<file path="src/rtl/fb_write_arbiter.sv">
`default_nettype none
// ============================================================================
// Module      : fb_write_arbiter
// Description : Round-robin arbiter sharing the frame-buffer write port among
//               N_REQ pixel engines. Valid/ready handshake per engine,
//               registered write stage, out-of-range rejection with a sticky
//               error, and a frame-complete pulse every DEPTH in-range writes.
// Revision    : 1.0 - initial release
// ============================================================================
module fb_write_arbiter #(
   parameter int N_REQ      = 4,
   parameter int ADDR_WIDTH = 13,
   parameter int DATA_WIDTH = 12,
   parameter int DEPTH      = 4800
) (
   input  logic                          clk,
   input  logic                          rst,
   input  logic                          i_hold,
   input  logic [N_REQ-1:0]              i_req_valid,
   input  logic [N_REQ*ADDR_WIDTH-1:0]   i_req_addr,
   input  logic [N_REQ*DATA_WIDTH-1:0]   i_req_data,
   output logic [N_REQ-1:0]              o_req_ready,
   output logic                          o_we,
   output logic [ADDR_WIDTH-1:0]         o_addr_wr,
   output logic [DATA_WIDTH-1:0]         o_data_wr,
   output logic [$clog2(N_REQ)-1:0]      o_grant_id,
   output logic                          o_frame_done,
   output logic                          o_err
);

   localparam int                  c_idw   = $clog2(N_REQ);
   localparam int                  c_cw    = $clog2(DEPTH);
   localparam logic [ADDR_WIDTH:0] c_depth = (ADDR_WIDTH+1)'(DEPTH);
   localparam logic [c_cw-1:0]     c_last  = c_cw'(DEPTH - 1);
   localparam logic [c_idw-1:0]    c_ptr0  = c_idw'(N_REQ - 1);

   logic [c_idw-1:0]      r_ptr;
   logic [c_idw-1:0]      w_sel;
   logic                  w_found;
   logic                  w_take;
   logic                  w_in_range;
   logic [ADDR_WIDTH-1:0] w_addr;
   logic [DATA_WIDTH-1:0] w_data;
   logic [c_cw-1:0]       r_cnt;
   logic                  r_we;
   logic [ADDR_WIDTH-1:0] r_addr;
   logic [DATA_WIDTH-1:0] r_data;
   logic [c_idw-1:0]      r_id;
   logic                  r_done;
   logic                  r_err;

   // Round-robin search: first valid engine starting just above the pointer.
   always_comb begin
      w_found = 1'b0;
      w_sel   = '0;
      for (int off = 1; off <= N_REQ; off++) begin
         for (int k = 0; k < N_REQ; k++) begin
            if (!w_found && i_req_valid[k] && (((int'(r_ptr) + off) % N_REQ) == k)) begin
               w_found = 1'b1;
               w_sel   = c_idw'(k);
            end
         end
      end
   end

   // A transfer needs a winner, no hold, and no reset in progress.
   assign w_take = w_found & ~i_hold & ~rst;

   // One-hot ready for the winner and a mux of its address/data.
   always_comb begin
      o_req_ready = '0;
      w_addr      = '0;
      w_data      = '0;
      for (int k = 0; k < N_REQ; k++) begin
         if (w_sel == c_idw'(k)) begin
            w_addr = i_req_addr[k*ADDR_WIDTH +: ADDR_WIDTH];
            w_data = i_req_data[k*DATA_WIDTH +: DATA_WIDTH];
         end
      end
      if (w_take) begin
         o_req_ready[w_sel] = 1'b1;
      end
   end

   assign w_in_range = ({1'b0, w_addr} < c_depth);

   // Write stage, pointer update, frame counter and sticky error.
   always_ff @(posedge clk) begin
      if (rst) begin
         r_we   <= 1'b0;
         r_addr <= '0;
         r_data <= '0;
         r_id   <= '0;
         r_done <= 1'b0;
         r_err  <= 1'b0;
         r_cnt  <= '0;
         r_ptr  <= c_ptr0;
      end else begin
         r_we   <= w_take & w_in_range;
         r_done <= w_take & w_in_range & (r_cnt == c_last);
         if (w_take) begin
            r_addr <= w_addr;
            r_data <= w_data;
            r_id   <= w_sel;
            r_ptr  <= w_sel;
            if (w_in_range) begin
               r_cnt <= (r_cnt == c_last) ? '0 : r_cnt + 1'b1;
            end else begin
               r_err <= 1'b1;
            end
         end
      end
   end

   assign o_we         = r_we;
   assign o_addr_wr    = r_addr;
   assign o_data_wr    = r_data;
   assign o_grant_id   = r_id;
   assign o_frame_done = r_done;
   assign o_err        = r_err;

endmodule
`default_nettype wire
</file>
<file path="config.mk">
export PLATFORM = sky130hd
export DESIGN_NAME = fb_write_arbiter
export DESIGN_NICKNAME = d
export VERILOG_FILES = /design/src/rtl/fb_write_arbiter.sv
export SDC_FILE = /design/constraint.sdc
export NUM_CORES = 1
export LEC_CHECK = 0
export CAP_MARGIN = 20
export CORE_MARGIN = 2
export CORE_UTILIZATION = 40
export DETAILED_ROUTE_END_ITERATION = 12
export PLACE_DENSITY_LB_ADDON = 0.2
export SYNTH_ARGS = -nofsm -noshare
export SYNTH_HDL_FRONTEND = slang
export SYNTH_SLANG_ARGS = --single-unit
</file>
<file path="constraint.sdc">
create_clock -name clk -period 3.5 [get_ports clk]
set_input_delay 0.35 -clock clk [delete_from_list [all_inputs] [get_ports clk]]
set_output_delay 0.35 -clock clk [all_outputs]
set_load 0.005 [all_outputs]
</file>
# Yosys cells after proc, flatten, opt, wreduce, memory -nomap -nowiden
# Index checks and enable logic that the tools add are counted.
# totals
inputBits	107
ff_bits	45
output_inout_bits	34
# classes
muxes	43
n_lt_le_gt_ge	3
n_addsub	5
bitwise_logic	11
eq_ne	16
reduce_logical	58
# ops
cell	n
$logic_not A32 Y1	4
$mux W13	5
$mux W12	4
$logic_and A1 B1 Y1	32
$mux W2	14
$eq A3 B3 Y1 const B	8
$mux W1	18
$logic_not A1 Y1	15
$add A13 B1 Y13 const B	1
$eq A13 B13 Y1 const B	1
$lt A13 B13 Y1 const B	1
$eq A3 B2 Y1 const B	4
$reduce_or A2 Y1	4
$add A2 B1 Y2 const B	2
$add A2 B2 Y2 const B	2
$and A1 B1 Y1	4
$and A1 B1 Y1 const A	4
$eq A2 B2 Y1 const B	2
$mux W4	1
$reduce_and A2 Y1	2
$lt A2 B3 Y1 const B	1
$not A1 Y1	3
$demux W1 S2	1
$eq A2 B1 Y1 const B	1
2 further kinds	2

# Logic depth before layout (Yosys ltp)
# Gate-level depths: netlist of run 1.
# depth
depth_word	74
mapped_depth	11
depth_no_buf	8

# Worst setup path before layout of run 1
# Ideal clock, no wire load.
# synth_path
path_type	flip-flop to flip-flop
start	register r_ptr[0]
end	register r_cnt[11]
slack_ns	0.864
stages_incl_launch_ff	10
required_time_ns	3.384
arrival_time_ns	2.521
setup_time_ns	0.116
cell_sequence	dfxtp_1 > and2b_1 > o21bai_1 > and3_1 > buf_4 > mux2_2 > and3_1 > clkbuf_1 > or4_1 > a31o_1
# synth_between
elab_chain_len	73
word_cells_on_any_way	117
cone_classes	4 x add/sub; 1 x order compare; 15 x eq/ne; 35 x mux; 6 x bitwise; 56 x reduce/logical
# synth_lines
item	line	text
start: declaration	37	logic [c_idw-1:0] r_ptr;
start signal: assignment	97	r_ptr <= c_ptr0;
start signal: assignment	105	r_ptr <= w_sel;
$add A2 B1 Y2	58	if (!w_found && i_req_valid[k] && (((int'(r_ptr) + off) % N_REQ) == k)) begin
$reduce_or A2 Y1 (no source line)	--	
$and A1 B1 Y1 (no source line)	--	
$logic_not A32 Y1	58	
$logic_and A1 B1 Y1	58	
$mux W1	58	
$logic_not A1 Y1	58	
$logic_and A1 B1 Y1 (2 in series)	58	
[... 52 more ...]	--	
$mux W1	58	
$logic_not A1 Y1	58	
$logic_and A1 B1 Y1 (2 in series)	58	
$mux W2	58	
$logic_not A2 Y1	75	if (w_sel == c_idw'(k)) begin
$mux W13 (4 in series)	75	
$lt A13 B13 Y1	85	assign w_in_range = ({1'b0, w_addr} < c_depth);
$reduce_and A2 Y1 (no source line) (*)	--	
end signal: assignment	107	r_cnt <= (r_cnt == c_last) ? '0 : r_cnt + 1'b1;
end: declaration	44	logic [c_cw-1:0] r_cnt;
# Mark *: on every way between the ends. The rest lies on a longest branch, timed or not.
# A chain may end at the register's enable or synchronous reset.

# Final worst setup path of run 1
# layout_path
start	input i_req_valid[1]
end	register r_cnt[4]
# layout_between
elab_chain_len	66
word_cells_on_any_way	86
cone_classes	1 x order compare; 3 x eq/ne; 34 x mux; 2 x bitwise; 46 x reduce/logical
# layout_lines
item	line	text
start: declaration	19	input logic [N_REQ-1:0] i_req_valid,
$logic_and A1 B1 Y1 (2 in series)	58	
$mux W1	58	
$logic_not A1 Y1	58	
$logic_and A1 B1 Y1 (2 in series)	58	
$mux W1	58	
$logic_not A1 Y1	58	
$logic_and A1 B1 Y1 (2 in series)	58	
$mux W1	58	
[... 43 more ...]	--	
$mux W1	58	
$logic_not A1 Y1	58	
$logic_and A1 B1 Y1 (2 in series)	58	
$mux W2	58	
$logic_not A2 Y1	75	
$mux W13 (4 in series)	75	
$lt A13 B13 Y1	85	
$reduce_and A2 Y1 (no source line) (*)	--	
# Marks and branches as above.

==> impl_metrics.yaml, run 1 <==
setup_path:
  reg2reg_slack_ps: 630
  cpMostUsedCell: "buf_4"
  r2r-end: "r_cnt[4]"
  crit_chain: "clkdlybuf4s50_1 > and2b_1 > o21bai_1 > and3_2 > buf_4 > a21boi_0 > a2111oi_1 > buf_4 > o21ai_0 > mux2_2"
  worstPathMaxFanout: 13
  arrival_ps: 3230
  end_kind: "flip-flop"
  cp.required_ps: 3700
  cp_slowest_stage_delay_ps: 510
  timing.rr.start: "r_ptr[0]"
  crit_slowest_cell: "clkdlybuf4s50_1"
  cp-endpoint: "r_cnt[4]"
  cp-start-kind: "input pin"
  worstSetupPathType: "input pin to flip-flop"
  startpoint: "i_req_valid[1]"
  reg2regPathDepth: 9
synth:
  synth.distinct_cells: 54
  synth_most_common_cell: "nand2_1"
  synth_flop_cell: "dfxtp_1"
  synth_top_family_by_area: "compound AO/OA/AOI/OAI gates"
  syn_area_per_cell_um2: 7.36
  ys_seq_area_share_pct: 31.3
  async_flop_share_pct: 0
  synth-seq-cells: 45
  synth-compound-area-share_pct: 32.7
  synth_fa_ha_area_share_pct: 0.435
  synth-edff-count: 0
  synth_common_cells: "nand2_1 (62), dfxtp_1 (45), a21oi_1 (39)"
  syn_area_um2: 2880
  synth_area_leaders: "dfxtp_1 (31%), nand2_1 (8.1%), a21oi_1 (6.8%)"
  yosys_warnings: 0
  syn_nets: 499
  synth_top_area_share_pct: 31.3
  postSynthCellCount: 391
  yosys.area.top_type: "dfxtp_1"
  synth.area.mux_share_pct: 3.96
  synth_xor_area_share_pct: 0
  yosys.area_share.simple_pct: 25.6
cts:
  clkLatencyLatePin_ps: 300
  cts_resized: 0
  hold_buffers: 0
  clockBufferDepth: 2
  cts.sinks: 45
  path_clk_slew_ps: 90
  numCtsBuffers: 5
  ctsHtreeMaxLevel: 2
  cts-root-buf: "clkbuf_8"
  cts_tree: "done"
  postCtsSetupRepairBufs: 0
placed_design:
  dp.cells: 607
  port_buffers: 140
  gp_congestion: 0.891
  place_hpwl_mm: 7.33
routing:
  via_per_inst: 5.62
  drtPass1Iterations: 5
  first_iter_violations: 164
  drc_errors: 0
  ant_nets: 0
  wire_per_inst_um: 16.1
  vias: 3454
  wl_mm: 9.90
final_layout:
  diodes: 0
  utilization_pct: 65.2
  fin_cells: 615
  areaGrowthSynthToFinish_pct: 55.8
  nNetsFinal: 626
  drive_gt1_share_pct: 5.97
power_and_ir_drop:
  intPower_mw: 1.07
  p_leak_nw: 1.61
  ir_worst_vdd_mv: 0.139
  comb_power_share_pct: 35.9
  power_density_nw_per_um2: 344
  swShare_pct: 30.6
  switchingPower_uw: 472
  clock_power_share_pct: 26.9
  seq_power_share_pct: 37.2
  p_total_mw: 1.54
die:
  die_y_um: 88.8
  start_util_pct: 41.9
  dieArea_um2: 7890
  ios: 141
  num_rows: 30
  die_w_um: 88.8
  core-area_um2: 6870
timing:
  rsz0062_at_grt: "false"
  skew_ps: 6.84
  fin_crit_sh_pct: 86.5
  tightestPinTransition_ps: 551
  hold_viol_final: 0
  timing.fmax_mhz: 330
  maxSlewViolCount: 0
  tns_ps: 0
  maxSlewHeadroom_pct: 63.3
  setup_violations: 0
  fin_crit_ps: 3030
run_status:
  status: "completed"
flow_run:
  drv_cap: 0
min_path:
  hp-class: "flip-flop to flip-flop"
  hold_depth: 2
  min_from: "o_addr_wr[3]"
global_route:
  grt_first_pass_wirelength_mm: 15.4
  antenna_found_initial: 0
  grt_pass1_vias: 3273
  grt_max_degree: 55
  track_usage_pct: 25.1
  grt-ovfl-total: 0
-- stage by stage --
stage,hold slack [ps],cell area (µm²),setup slack [ps]
floorplan,446,2880,864
global placement,444,4360,254
detailed placement,451,4360,223
CTS,462,4480,536
global route,478,4480,347
finish,462,4480,473
-- cell type report --
cell class / instances / area [µm²]
clock buffers: 6 / 82.6
clock inverters: 2 / 37.5
fillers: 600 / 2390
inverters: 8 / 30.0
multi-input cells: 306 / 1820
flip-flops and latches: 45 / 901
well taps: 96 / 120
repair buffers: 152 / 1490
-- cells in the final DEF (no fill, tap or decap), types with 4 or more instances in the layout --
master,count
a211oi_1,19
nor2b_1,5
o311ai_0,4
and2_1,17
nor2_1,37
dfxtp_1,45
buf_4,12
clkdlybuf4s50_1,140
and3_1,5
mux2i_1,8
a311oi_1,21
inv_1,8
a21oi_1,39
o21ai_1,5
clkbuf_8,6
nand2_1,62
o21ai_0,16
nor3_1,11
nand3_1,6
-- power groups by stage --
| stage | logic, mW | registers, mW | clock network (mW) |
|---|---|---|---|
| 3_5_place_dp | 0.549 | 0.585 | 0 |
| 2_1_floorplan | 0.276 | 0.583 | 0 |
| 5_1_grt | 0.603 | 0.578 | 0.438 |
| 4_1_cts | 0.552 | 0.574 | 0.425 |
| 3_3_place_gp | 0.541 | 0.584 | 0 |
| 6_report | 0.554 | 0.574 | 0.414 |
-- sequential cells by signal, indices dropped and copies added (netlist names) --
register and count:
r_ptr 2, o_frame_done 1, r_cnt 13, o_err 1
o_addr_wr 13, o_grant_id 2, o_we 1, o_data_wr 12
-- worst min-delay path by stage --
stage	endpoint	slack [ps]
floorplan	r_cnt[2]	450
finish	o_addr_wr[3]	460
CTS	o_grant_id[1]	460
detailed placement	o_grant_id[1]	450
global route	o_addr_wr[3]	480
global placement	o_grant_id[1]	440
-- layer usage --
metal  part of all wire [%]  global-route usage (%)  vias up
met3                    9.6                    8.21       15
met2                     47                    43.2      151
met5                      0                       0        -
met1                     41                    29.4     1603
met4                    2.0                    7.85        0
li1                       -                       -     1685
-- cells by family (layout without fill, tap and decap cells) --
logic type / Yosys count / in the layout
buffers and inverters: 40 / 168
AO/OA/AOI/OAI: 135 / 135
AND/OR/NAND/NOR: 159 / 159
multiplexers: 11 / 11
flip-flops: 45 / 45
adder cells (fa/ha/maj): 1 / 1
-- worst max-delay path, delay by kind of cell --
kind | cells | cell delay, ps
simple gates | 2 | 610
mux | 1 | 350
compound gates | 4 | 980
buf+inv | 3 | 940
No activity file was read; power rests on OpenSTA's default activity.
==> run 2: changes to the inputs <==
- ABC_AREA: not set -> 1
==> impl_metrics.yaml, run 2 <==
run_status:
  status: "completed"
synth:
  synth_common_cells: "nand2_1 (132), dfxtp_1 (45), inv_1 (41)"
  syn_area_um2: 2980
  syn_area_per_cell_um2: 6.59
  synth_area_leaders: "dfxtp_1 (30%), nand2_1 (17%), inv_1 (5.2%)"
  syn_nets: 560
  synth-edff-count: 0
  postSynthCellCount: 452
  yosys_warnings: 0
  synth.distinct_cells: 39
  synth_flop_cell: "dfxtp_1"
  ys_seq_area_share_pct: 30.3
  synth_most_common_cell: "nand2_1"
  synth-seq-cells: 45
  yosys.area.top_type: "dfxtp_1"
  async_flop_share_pct: 0
  synth_top_area_share_pct: 30.3
die:
  num_rows: 31
  die_w_um: 90.3
  core-area_um2: 7210
  ios: 141
  start_util_pct: 41.3
  dieArea_um2: 8150
  die_y_um: 90.3
routing:
  vias: 3454
  drc_errors: 0
  via_per_inst: 5.01
  ant_nets: 0
  wl_mm: 9.34
  first_iter_violations: 199
  drtPass1Iterations: 4
  wire_per_inst_um: 13.6
global_route:
  antenna_found_initial: 0
  busiest_layer: "met2"
  grt-ovfl-total: 0
  grt_max_degree: 30
  track_usage_pct: 22.8
  met2_usage_pct: 42.3
  grt_first_pass_wirelength_mm: 15.3
  use_met1_pct: 25.7
  grt_pass1_vias: 3380
  use_met3_pct: 5.76
cts:
  ctsHtreeMaxLevel: 2
  cts_tree: "done"
  postCtsSetupRepairBufs: 0
  clockBufferDepth: 2
  cts.sinks: 45
  cts-root-buf: "clkbuf_8"
  numCtsBuffers: 5
  clkLatencyLatePin_ps: 310
  path_clk_slew_ps: 80
placed_design:
  place_hpwl_mm: 7.36
  dp.cells: 681
  port_buffers: 140
  gp_congestion: 0.860
setup_path:
  end_kind: "output pin"
  cp_slowest_stage_delay_ps: 530
  crit_slowest_cell: "clkdlybuf4s50_1"
  cpMostUsedCell: "nand2_4"
  worstPathMaxFanout: 10
  crit_chain: "clkdlybuf4s50_1 > nand3_1 > nand2_1 > nor2_4 > nand4_2 > nor2_2 > nand4_2 > nor2_1 > nand4_1 > nand2_4 > inv_4 > nand2_4 > nand2_4 > nor2_1 > clkdlybuf4s50_1"
  reg2reg_slack_ps: 420
  cp-start-kind: "input pin"
  crit_family: "simple AND/OR/NAND/NOR gates"
  path_buf_inv: 3
  reg2regPathDepth: 19
  arrival_ps: 3010
  timing.rr.start: "r_ptr[1]"
  r2r-end: "r_cnt[2]"
  worstSetupPathType: "input pin to output pin"
  cp.required_ps: 3150
min_path:
  hold_depth: 2
  min_to: "o_data_wr[4]"
  min_from: "o_data_wr[4]"
  hp-class: "flip-flop to flip-flop"
timing:
  maxSlewViolCount: 0
  fin_crit_ps: 3360
  skew_ps: 15.0
  tns_ps: 0
  maxSlewHeadroom_pct: 78.0
  hold_viol_final: 0
  timing.fmax_mhz: 298
  setup_violations: 0
  rsz0062_at_grt: "true"
  fin_hold_ws_ps: 464
  tightestPinTransition_ps: 328
  fin_crit_sh_pct: 96.0
final_layout:
  utilization_pct: 63.4
  drive_gt1_share_pct: 8.81
  nNetsFinal: 697
  areaGrowthSynthToFinish_pct: 53.6
  layout_common_cells: "clkdlybuf4s50_1 (140), nand2_1 (132), dfxtp_1 (45), inv_1 (41), nor2_1 (31)"
  diodes: 0
  fin_cells: 689
  final_common_cell: "clkdlybuf4s50_1"
power_and_ir_drop:
  clock_power_share_pct: 18.0
  ir_worst_vdd_mv: 0.244
  swShare_pct: 40.5
  switchingPower_uw: 903
  power_density_nw_per_um2: 487
  p_total_mw: 2.23
  comb_power_share_pct: 53.2
  intPower_mw: 1.32
  seq_power_share_pct: 28.8
  p_leak_nw: 1.87
flow_run:
  drv_cap: 0
run 2: changes by cell type in the layout (fill, tap and decap cells not counted), sizes merged, moves of 12 or more:
cell | before | now
and2 | 19 | 0
a21oi | 39 | 27
nand3 | 6 | 32
a211oi | 19 | 0
nand4 | 0 | 26
inv | 8 | 46
nand2 | 62 | 144
a311oi | 22 | 0
run 2: layer usage:
| layer | part of all wire [%] | wire [µm] |
|---|---|---|
| met5 | 0 | 0 |
| met4 | 2.0 | 188 |
| met3 | 6.1 | 565 |
| met2 | 50 | 4660 |
| met1 | 42 | 3930 |
run 2: cell type report:
class	count	area [µm²]
Inverter	46	178
Fill cell	706	2640
Clock buffer	5	68.8
Timing Repair Buffer	152	1490
Clock inverter	3	46.3
Multi-Input combinational cell	339	1760
Tap cell	99	124
Sequential cell	45	901
run 2: timing repair:
item                                    CTS  global route
endpoints found under the setup margin    0             3
hold buffers                              0             0
resized for setup                         0             1
run 2: worst register-to-register path, cell delays in order, from the launching register on:
cell,delay [ps]
dfxtp_1,420
inv_1,100
nor2_1,200
nand2_1,140
nand4_2,140
nor3_1,70
nor3_1,150
nand2_1,100
nor2_1,190
nand2_4,120
inv_4,140
nand2_4,120
nand2_4,120
inv_2,40
a21oi_1,230
nand2_2,100
nand2_4,180
nand3_4,210
nand2_1,120
a21oi_1,70
run 2: cell families after synthesis:
| group | share of synthesized area [%] |
|---|---|
| AO/OA/AOI/OAI | 13.1 |
| XOR/XNOR | 2.35 |
| adder cells (fa/ha/maj) | 0.420 |
| buffers and inverters | 10.8 |
| flip-flops | 30.3 |
| AND/OR/NAND/NOR | 43.2 |
run 2: stage by stage:
step,setup WS [ps],cell area [µm²]
final,140,4570
after global routing,-79.3,4570
after CTS,146,4570
after detailed placement,101,4450
after global placement,222,4450
after floorplan,814,2980
run 2: worst max-delay path by stage:
stage,startpoint,slack [ps],to,cells after the start
2_1_floorplan,i_req_valid[1],810,r_cnt[10],22
3_3_place_gp,i_req_valid[0],220,o_req_ready[3],15
3_5_place_dp,i_req_valid[0],100,r_cnt[1],22
4_1_cts,i_req_valid[0],150,o_req_ready[3],15
5_1_grt,i_req_valid[0],-80,o_req_ready[3],15
6_report,i_req_valid[0],140,o_req_ready[3],15
run 2: power groups by stage:
stage	Combinational (mW)	Sequential [mW]	Clock, mW
floorplan	0.774	0.653	0
global route	1.30	0.651	0.425
CTS	1.19	0.641	0.408
detailed placement	1.18	0.653	0
global placement	1.15	0.651	0
finish	1.19	0.641	0.401
